===== src/rtl/fb_port_arbiter_if.sv =====
// fb_port_arbiter_if: bus bundle between the frame-buffer arbiter, its three users and the FB SRAM
// slave  : arbiter side (takes requests and FB_Q, drives grants, read returns and FB_CEN/WEN/A/D)
// master : user/SRAM side (drives requests and FB_Q, observes everything else)
// FB_ARB_STATS_EN adds the r_stall_cnt/s_stall_cnt/starve_evt_cnt observation counters.
interface fb_port_arbiter_if #(
  parameter int AW = 12,
  parameter int DW = 12
);
  logic [DW-1:0] bg_color;
  logic          clr_start;
  logic          clr_busy;
  logic          clr_done;
  logic          r_req;
  logic          r_we;
  logic [AW-1:0] r_addr;
  logic [DW-1:0] r_wdata;
  logic          r_gnt;
  logic          r_rvalid;
  logic          s_req;
  logic [AW-1:0] s_addr;
  logic          s_gnt;
  logic          s_rvalid;
  logic [DW-1:0] rdata;
  logic          FB_CEN;
  logic          FB_WEN;
  logic [AW-1:0] FB_A;
  logic [DW-1:0] FB_D;
  logic [DW-1:0] FB_Q;
`ifdef FB_ARB_STATS_EN
  logic [15:0]   r_stall_cnt;
  logic [15:0]   s_stall_cnt;
  logic [15:0]   starve_evt_cnt;
`endif
  modport slave (
    input  bg_color, clr_start, r_req, r_we, r_addr, r_wdata, s_req, s_addr, FB_Q,
    output clr_busy, clr_done, r_gnt, r_rvalid, s_gnt, s_rvalid, rdata, FB_CEN, FB_WEN, FB_A, FB_D
`ifdef FB_ARB_STATS_EN
    , output r_stall_cnt, s_stall_cnt, starve_evt_cnt
`endif
  );
  modport master (
    output bg_color, clr_start, r_req, r_we, r_addr, r_wdata, s_req, s_addr, FB_Q,
    input  clr_busy, clr_done, r_gnt, r_rvalid, s_gnt, s_rvalid, rdata, FB_CEN, FB_WEN, FB_A, FB_D
`ifdef FB_ARB_STATS_EN
    , input r_stall_cnt, s_stall_cnt, starve_evt_cnt
`endif
  );
endinterface


===== src/rtl/fb_port_arbiter.sv =====
// fb_port_arbiter: owns the single-port frame-buffer SRAM, shared by clear sequencer, render (RMW) and scan (read-only)
// Ports: clk (rising edge), rst_n (async active-low reset), bus (fb_port_arbiter_if.slave: clear control,
//        render/scan request-grant-rvalid, shared rdata, FB_CEN/FB_WEN/FB_A/FB_D/FB_Q SRAM pins).
// Optional: define FB_ARB_STATS_EN for saturating stall / starvation-event counters.
module fb_port_arbiter #(
  parameter int AW         = 12,
  parameter int DW         = 12,
  parameter int DEPTH      = 4096,
  parameter int STARVE_LIM = 4
) (
  input logic            clk,
  input logic            rst_n,
  fb_port_arbiter_if.slave bus
);
  localparam int SW = $clog2(STARVE_LIM + 1);
  typedef enum logic {IDLE, CLEAR} state_t;
  state_t        state_q;
  logic [AW-1:0] cnt_q;
  logic [SW-1:0] starve_q, starve_d;
  logic          clr_done_q, r_rvalid_q, s_rvalid_q;
  logic          idle, force_r, r_gnt, s_gnt, last, clearing;
  assign clearing = state_q == CLEAR;
  // users are served only in IDLE, never in the clr_start cycle, and not while reset holds the SRAM disabled
  assign idle     = rst_n && state_q == IDLE && !bus.clr_start;
  assign force_r  = starve_q == SW'(STARVE_LIM);
  assign s_gnt    = idle && bus.s_req && !(bus.r_req && force_r);
  assign r_gnt    = idle && bus.r_req && !s_gnt;
  assign last     = cnt_q == AW'(DEPTH - 1);
  // a scan grant with r_req high is never a forced case, so it can only count up to the limit
  assign starve_d = (r_gnt || !bus.r_req) ? '0 : s_gnt ? starve_q + 1'b1 : starve_q;
  always_ff @(posedge clk or negedge rst_n)
    if (!rst_n) begin
      state_q    <= IDLE;
      cnt_q      <= '0;
      starve_q   <= '0;
      clr_done_q <= 1'b0;
      r_rvalid_q <= 1'b0;
      s_rvalid_q <= 1'b0;
    end else begin
      clr_done_q <= clearing && last;
      r_rvalid_q <= r_gnt && !bus.r_we;
      s_rvalid_q <= s_gnt;
      starve_q   <= starve_d;
      if (state_q == IDLE) begin
        cnt_q <= '0;
        if (bus.clr_start) state_q <= CLEAR;
      end else begin
        cnt_q <= last ? cnt_q : cnt_q + 1'b1;
        if (last) state_q <= IDLE;
      end
    end
  assign bus.clr_busy = clearing;
  assign bus.clr_done = clr_done_q;
  assign bus.r_gnt    = r_gnt;
  assign bus.s_gnt    = s_gnt;
  assign bus.r_rvalid = r_rvalid_q;
  assign bus.s_rvalid = s_rvalid_q;
  assign bus.rdata    = bus.FB_Q;
  assign bus.FB_CEN   = !(clearing || r_gnt || s_gnt);
  assign bus.FB_WEN   = clearing ? 1'b0 : r_gnt ? !bus.r_we : 1'b1;
  assign bus.FB_A     = clearing ? cnt_q : r_gnt ? bus.r_addr : bus.s_addr;
  assign bus.FB_D     = clearing ? bus.bg_color : bus.r_wdata;
`ifdef FB_ARB_STATS_EN
  logic [15:0] r_stall_q, s_stall_q, starve_evt_q;
  always_ff @(posedge clk or negedge rst_n)
    if (!rst_n) begin
      r_stall_q    <= '0;
      s_stall_q    <= '0;
      starve_evt_q <= '0;
    end else begin
      r_stall_q    <= r_stall_q + 16'(bus.r_req && !r_gnt && r_stall_q != 16'hFFFF);
      s_stall_q    <= s_stall_q + 16'(bus.s_req && !s_gnt && s_stall_q != 16'hFFFF);
      // a render grant while scan also requests can only come from the starvation limit
      starve_evt_q <= starve_evt_q + 16'(r_gnt && bus.s_req && starve_evt_q != 16'hFFFF);
    end
  assign bus.r_stall_cnt    = r_stall_q;
  assign bus.s_stall_cnt    = s_stall_q;
  assign bus.starve_evt_cnt = starve_evt_q;
`endif
endmodule


===== src/flat_wrapper.sv =====
// flat-port wrapper written by rule: the top's interface ports become plain ports
module fb_port_arbiter_flat 
#(
  parameter int AW         = 12,
  parameter int DW         = 12,
  parameter int DEPTH      = 4096,
  parameter int STARVE_LIM = 4
)
  (clk, rst_n, bus_bg_color, bus_clr_start, bus_r_req, bus_r_we, bus_r_addr, bus_r_wdata, bus_s_req, bus_s_addr, bus_FB_Q, bus_clr_busy, bus_clr_done, bus_r_gnt, bus_r_rvalid, bus_s_gnt, bus_s_rvalid, bus_rdata, bus_FB_CEN, bus_FB_WEN, bus_FB_A, bus_FB_D);
  fb_port_arbiter_if #(.AW(AW), .DW(DW)) bus_i ();
  input logic clk;
  input logic rst_n;
  input wire logic [$bits(bus_i.bg_color)-1:0] bus_bg_color;
  input wire logic [$bits(bus_i.clr_start)-1:0] bus_clr_start;
  input wire logic [$bits(bus_i.r_req)-1:0] bus_r_req;
  input wire logic [$bits(bus_i.r_we)-1:0] bus_r_we;
  input wire logic [$bits(bus_i.r_addr)-1:0] bus_r_addr;
  input wire logic [$bits(bus_i.r_wdata)-1:0] bus_r_wdata;
  input wire logic [$bits(bus_i.s_req)-1:0] bus_s_req;
  input wire logic [$bits(bus_i.s_addr)-1:0] bus_s_addr;
  input wire logic [$bits(bus_i.FB_Q)-1:0] bus_FB_Q;
  output wire logic [$bits(bus_i.clr_busy)-1:0] bus_clr_busy;
  output wire logic [$bits(bus_i.clr_done)-1:0] bus_clr_done;
  output wire logic [$bits(bus_i.r_gnt)-1:0] bus_r_gnt;
  output wire logic [$bits(bus_i.r_rvalid)-1:0] bus_r_rvalid;
  output wire logic [$bits(bus_i.s_gnt)-1:0] bus_s_gnt;
  output wire logic [$bits(bus_i.s_rvalid)-1:0] bus_s_rvalid;
  output wire logic [$bits(bus_i.rdata)-1:0] bus_rdata;
  output wire logic [$bits(bus_i.FB_CEN)-1:0] bus_FB_CEN;
  output wire logic [$bits(bus_i.FB_WEN)-1:0] bus_FB_WEN;
  output wire logic [$bits(bus_i.FB_A)-1:0] bus_FB_A;
  output wire logic [$bits(bus_i.FB_D)-1:0] bus_FB_D;
  assign bus_i.bg_color = bus_bg_color;
  assign bus_i.clr_start = bus_clr_start;
  assign bus_i.r_req = bus_r_req;
  assign bus_i.r_we = bus_r_we;
  assign bus_i.r_addr = bus_r_addr;
  assign bus_i.r_wdata = bus_r_wdata;
  assign bus_i.s_req = bus_s_req;
  assign bus_i.s_addr = bus_s_addr;
  assign bus_i.FB_Q = bus_FB_Q;
  assign bus_clr_busy = bus_i.clr_busy;
  assign bus_clr_done = bus_i.clr_done;
  assign bus_r_gnt = bus_i.r_gnt;
  assign bus_r_rvalid = bus_i.r_rvalid;
  assign bus_s_gnt = bus_i.s_gnt;
  assign bus_s_rvalid = bus_i.s_rvalid;
  assign bus_rdata = bus_i.rdata;
  assign bus_FB_CEN = bus_i.FB_CEN;
  assign bus_FB_WEN = bus_i.FB_WEN;
  assign bus_FB_A = bus_i.FB_A;
  assign bus_FB_D = bus_i.FB_D;
  fb_port_arbiter #(.AW(AW), .DW(DW), .DEPTH(DEPTH), .STARVE_LIM(STARVE_LIM)) u_core (.clk(clk), .rst_n(rst_n), .bus(bus_i));
endmodule

===== config.mk =====
export PLATFORM = sky130hd
export DESIGN_NAME = fb_port_arbiter_flat
export DESIGN_NICKNAME = d
export VERILOG_FILES = /design/src/rtl/fb_port_arbiter_if.sv /design/src/rtl/fb_port_arbiter.sv /design/src/flat_wrapper.sv
export SDC_FILE = /design/constraint.sdc
export NUM_CORES = 1
export LEC_CHECK = 0
export CAP_MARGIN = 0
export CORE_ASPECT_RATIO = 2
export CORE_MARGIN = 3
export CORE_UTILIZATION = 37
export CTS_BUF_LIST = sky130_fd_sc_hd__clkbuf_16
export CTS_CLUSTER_DIAMETER = 200
export CTS_CLUSTER_SIZE = 14
export DETAILED_ROUTE_END_ITERATION = 16
export PLACE_DENSITY = 0.95
export SKIP_CTS_REPAIR_TIMING = 1
export SYNTH_ARGS = -nofsm -noshare
export SYNTH_HDL_FRONTEND = slang
export SYNTH_SLANG_ARGS = --single-unit

===== constraint.sdc =====
create_clock -name clk -period 4.4 [get_ports clk]
set_clock_uncertainty 0.2 [all_clocks]
set_input_delay 0.44 -clock clk [delete_from_list [all_inputs] [get_ports clk]]
set_output_delay 0.44 -clock clk [all_outputs]
set_load 0.05 [all_outputs]

==> metrics.md <==
| Metric | Value |
|---|---|
| Status | `finished, final reports clean` |
| Antenna violations before repair | `0` |
| Sequential cell area | `475 sq um` |
| Ys async rst share | `100%` |
| Pins Over Slew Limit | `0` |
| Crit Path Class | `input port to output port` |
| Initial Util | `38.5%` |
| Die height | `95.9 microns` |
| Power Total | `838 uW` |
| Crit path DAT | `2660 ps` |
| CP endpoint kind | `output port` |
| Slew at the pin with the worst max-slew slack | `519 ps` |
| Unique masters post-synth | `37` |
| Synth-to-Final Area Change | `57.2%` |
| Placed Instances | `281` |
| Sum Neg Setup Slack | `0 ps` |
| Antenna Nets Post-Route | `0` |
| Global route overflow | `0` |
| Multi-input logic area | `876 sq um` |
| GP Congestion | `0.852` |
| MaxCap Viol Count | `0` |
| Primary FF master, synth | `dfrtp_1` |
| EDFF count, synth | `0` |
| Fmax | `303 MHz` |
| Worst rel slew slack | `65.3%` |
| Hold Fails Final Rpt | `0` |
| Number of global-route vias before repair | `1422` |
| Post-Layout Cell Count | `285` |
| Hold_ws | `324 ps` |
| DP HPWL | `3590 microns` |
| CTS H-tree lvls | `1` |
| Vias per inst | `5.04` |
| Crit share post-route | `75.1%` |
| First-pass GRT wire length | `6780 microns` |
| Routed len/inst | `15.7 microns` |
| Root Buffer | `clkbuf_16` |
| Largest net degree at the start of global routing | `48` |
| IO Pins | `110` |
| Max rail drop VDD | `0.196 mV` |
| Worst-skew pair later-pin latency | `250 ps` |
| Startpoint Class | `input port` |
| Core Util, Final | `60.6%` |
| Syn Inst Count | `161` |
| GRT Overall Usage | `18.5%` |
| Leak pwr | `1.08 nW` |
| Share of cells above drive strength 1 | `18.4%` |
| Sequential area share after synthesis | `31.8%` |
| Commonest non-fill, non-tap cell in the layout | `clkdlybuf4s50_1` |
| Iter 0 DRT Violations | `8` |
| CTS clk-pin slew, worst paths | `50 ps` |
| Die outline area | `4890 sq um` |
| Setup violators final | `0` |
| Pwr/cell area | `356 nW/um^2` |
| Synthesis Warnings | `0` |
| Final min period | `3300 ps` |
| Worst-path fanout max | `20` |
| #FFs+latches synth | `19` |
| CTS tree | `built` |
| Fillers | `310` |
| Synth Area per Inst | `9.29 sq um` |
| Synth Cell Area | `1500 sq um` |
| HP Class | `input port to async pin` |
| RSZ-0062 raised after global routing | `no` |
| Row count | `32` |
| Router iterations before antenna repair | `4` |
| N_diodes | `0` |
| Drt drc | `0` |
| Critical Path RT | `3760 ps` |
| WL final | `4460 microns` |
| Num CTS Buffers | `3` |
| CTS Sinks | `19` |
| NumNets Final | `304` |
| Number of port buffers | `85` |
| Total number of vias | `1436` |
| Most frequent cells in the layout | `clkdlybuf4s50_1 (73), dfrtp_1 (19), mux2i_1 (16), nand2_1 (16), buf_4 (15)` |
| Clk buf depth | `2` |
| Die width | `51.0 microns` |
| Core area | `3880 sq um` |
| Post-synthesis net count | `230` |
-- critical path, stage by stage --
cell and delay [ps]:
clkdlybuf4s50_1 450, buf_4 260, nor3b_2 350, and3_1 320, clkdlybuf4s50_1 830
-- layer usage --
metal  vias up  global-route usage (%)  part of all wire [%]
met5         -                       0                     0
met4         0                    8.76                   1.9
met3         6                    4.65                   5.8
met2        41                    35.9                    60
met1       681                    17.1                    32
li1        708                       -                     -
-- metrics by stage --
stage | setup slack [ps] | cell area (sq um)
finish | 1100 | 2350
global route | 958 | 2350
CTS | 1090 | 2350
detailed placement | 1090 | 2270
global placement | 1150 | 2270
floorplan | 1380 | 1500
-- sequential cells by signal, indices dropped and copies added (netlist names) --
signal	flops
u_core.bus.clr_busy	1
u_core.bus.s_rvalid	1
u_core.starve_q	3
u_core.bus.clr_done	1
u_core.bus.r_rvalid	1
u_core.cnt_q	12
-- where the power goes --
part | total, mW | internal (mW) | switching, mW
clock | 0.184 | 0.121 | 0.0632
combinational | 0.387 | 0.156 | 0.232
sequential | 0.267 | 0.208 | 0.0589
-- cells in the mapped netlist (3+ instances only) --
| cell type | count | share of area [%] |
|---|---|---|
| a21oi_1 | 6 | 2.0 |
| and3_1 | 3 | 1.3 |
| buf_4 | 13 | 6.5 |
| dfrtp_1 | 19 | 32 |
| ha_1 | 3 | 2.5 |
| inv_1 | 3 | 0.75 |
| mux2_2 | 12 | 9.0 |
| mux2i_1 | 16 | 11 |
| nand2_1 | 16 | 4.0 |
| nand3_1 | 4 | 1.3 |
| nand4_1 | 3 | 1.3 |
| nor2_1 | 13 | 3.3 |
| o21ai_0 | 6 | 2.0 |
| o21ai_1 | 12 | 4.0 |
-- logic make-up after synthesis --
family / count (synthesis) / synth area share [%]
DFF: 19 / 31.8
AOI/OAI and AO/OA: 30 / 12.9
and+or+nand+nor: 55 / 21.2
muxes: 28 / 19.7
buffers and inverters: 23 / 9.70
xor gates and xnor gates: 3 / 2.26
adders and majority gates: 3 / 2.51
-- final timing paths --
kind | startpoint | to | slack (ps) | cells after the start
worst max register to register | u_core.cnt_q[0] | u_core.cnt_q[0] | 2400 | 5
worst min-delay path | rst_n | u_core.starve_q[2] | 320 | 2
min in group clk | u_core.cnt_q[6] | u_core.cnt_q[6] | 400 | 1
max in group asynchronous | rst_n | u_core.cnt_q[1] | 3470 | 2
worst max-delay path | rst_n | bus_s_gnt | 1100 | 5
worst min register to register | u_core.cnt_q[6] | u_core.cnt_q[6] | 400 | 1
-- cell type report --
cell class              instances  share of cell area, %
flip-flops and latches         19                   20.2
well taps                      51                   2.71
clock inverters                 1                  0.160
clock buffers                   3                   3.19
multi-input cells             119                   37.2
repair buffers                 88                   35.9
inverters                       4                  0.638
(Power assumes the default switching activity.)
==> patch (same settings) <==
`DW` is set to 12 in 3 places; all go to 18.
--- a/src/rtl/fb_port_arbiter_if.sv
+++ b/src/rtl/fb_port_arbiter_if.sv
@@ -6,3 +6,3 @@
   parameter int AW = 12,
-  parameter int DW = 12
+  parameter int DW = 18
 );
--- a/src/rtl/fb_port_arbiter.sv
+++ b/src/rtl/fb_port_arbiter.sv
@@ -6,3 +6,3 @@
   parameter int AW         = 12,
-  parameter int DW         = 12,
+  parameter int DW         = 18,
   parameter int DEPTH      = 4096,
--- a/src/flat_wrapper.sv
+++ b/src/flat_wrapper.sv
@@ -4,3 +4,3 @@
   parameter int AW         = 12,
-  parameter int DW         = 12,
+  parameter int DW         = 18,
   parameter int DEPTH      = 4096,
Ports: changed (5 resized); port bits go from 110 to 140. The function was not compared with the original's and may differ.
==> patch against the original RTL <==
Wire length is 7.8% higher; setup slack better by 0.068 ns; highest routed layer unchanged; largest cell class is now non-clock buffers; sequential cell count stayed put; worst hold slack better by 0.0034 ns; cell area is 9.8% higher; first-iteration DRC count grew to 2.5 times the old value; area after synthesis is 5.8% higher; power is 1.0% lower.
==> patch: results <==
group,metric,value,unit
place,io_buffers,103,
yosys,synth-seq-area-share,30.0,%
route,firstDrtPassIters,4,
setup_path,crit_arrival,2.59,ns
global_routing,grt_pass1_vias,1695,
route,totalWireLength,4810,µm
place,place.gp.congestion,0.804,
yosys,synth_fp_nets,260,
global_routing,grt_max_degree,42,
place,dp_hpwl,3940,µm
pwr,p_leak,1.16,nW
yosys,synth-xor-area-share,1.11,%
pwr,p_int,489,µW
pwr,power_frac_seq,30.3,%
final_layout,fin_nets,346,
setup_path,regToRegSetupSlack,2.54,ns
yosys,synthTopCellsByArea,"dfrtp_1 (30%), mux2_2 (13%), mux2i_1 (10%), buf_4 (9.0%), nand2_1 (4.7%)",
global_routing,grt_pass1_wl,7470,µm
yosys,synth_commonest_cells,"nand2_1 (20), buf_4 (19), dfrtp_1 (19), mux2_2 (18), mux2i_1 (16)",
route,wl_per_cell,15.5,µm
final_layout,num-fill-cells,338,
yosys,synthAdderAreaFrac,2.37,%
yosys,synth_compound_area_share,11.3,%
setup_path,timing.rr.end,"u_core.cnt_q[5]",
global_routing,grtUsageTotal,19.3,%
place,placedCellCount,306,
route,vias_per_cell,5.26,
yosys,muxShareOfSynthArea,22.9,%
yosys,syn_inst,173,
final_layout,drive_gt1_share,18.2,%
setup_path,cp_max_fo,21,
outcome,status,"complete, no violations",
==> patch: layout make-up <==
class | instances | area [µm²] | area share [%]
clock inverters | 1 | 3.75 | 0.145
inverters | 3 | 11.3 | 0.436
flip-flops and latches | 19 | 477 | 18.5
well taps | 52 | 65.1 | 2.52
clock buffers | 3 | 75.1 | 2.91
multi-input cells | 126 | 927 | 35.9
repair buffers | 106 | 1020 | 39.6
==> patch: metrics by stage <==
stage	power, mW	hold WS, ns	area, µm²	setup WS [ns]
global placement	0.639	0.338	2500	1.19
floorplan	0.532	-0.0556	1580	1.36
finish	0.830	0.327	2580	1.17
detailed placement	0.650	0.345	2500	1.14
CTS	0.835	0.340	2580	1.14
global route	0.868	0.350	2580	1.05
==> patch: power by group through the flow <==
stage	logic [mW]	clock network, mW	registers, mW
after floorplan	0.291	0	0.242
after global placement	0.388	0	0.251
after detailed placement	0.396	0	0.254
after CTS	0.399	0.185	0.251
after global routing	0.420	0.190	0.258
final	0.394	0.185	0.252
==> patch: worst max path at each step <==
stage	from	to	slack, ns	depth (start not counted)
3_5_place_dp	rst_n	bus_s_gnt	1.14	5
4_1_cts	rst_n	bus_s_gnt	1.14	5
2_1_floorplan	u_core.bus.clr_busy	bus_FB_CEN	1.36	5
6_report	rst_n	bus_s_gnt	1.17	5
5_1_grt	rst_n	bus_s_gnt	1.05	5
3_3_place_gp	rst_n	bus_s_gnt	1.19	5
==> patch: per-layer routing <==
layer	up-vias	global-route usage, %	part of all wire, %
met5	-	0	0
met4	0	13.8	5.8
met3	28	2.42	8.2
met2	87	38.1	56
met1	756	15.7	30
li1	760	-	-
==> patch: cell families (layout without fill, tap and decap cells) <==
logic type,after synthesis,count (layout)
flops,19,19
mux,34,34
compound gates,30,30
fa+ha+maj,3,3
buf+inv,28,113
simple gates,57,57
xor+xnor,2,2
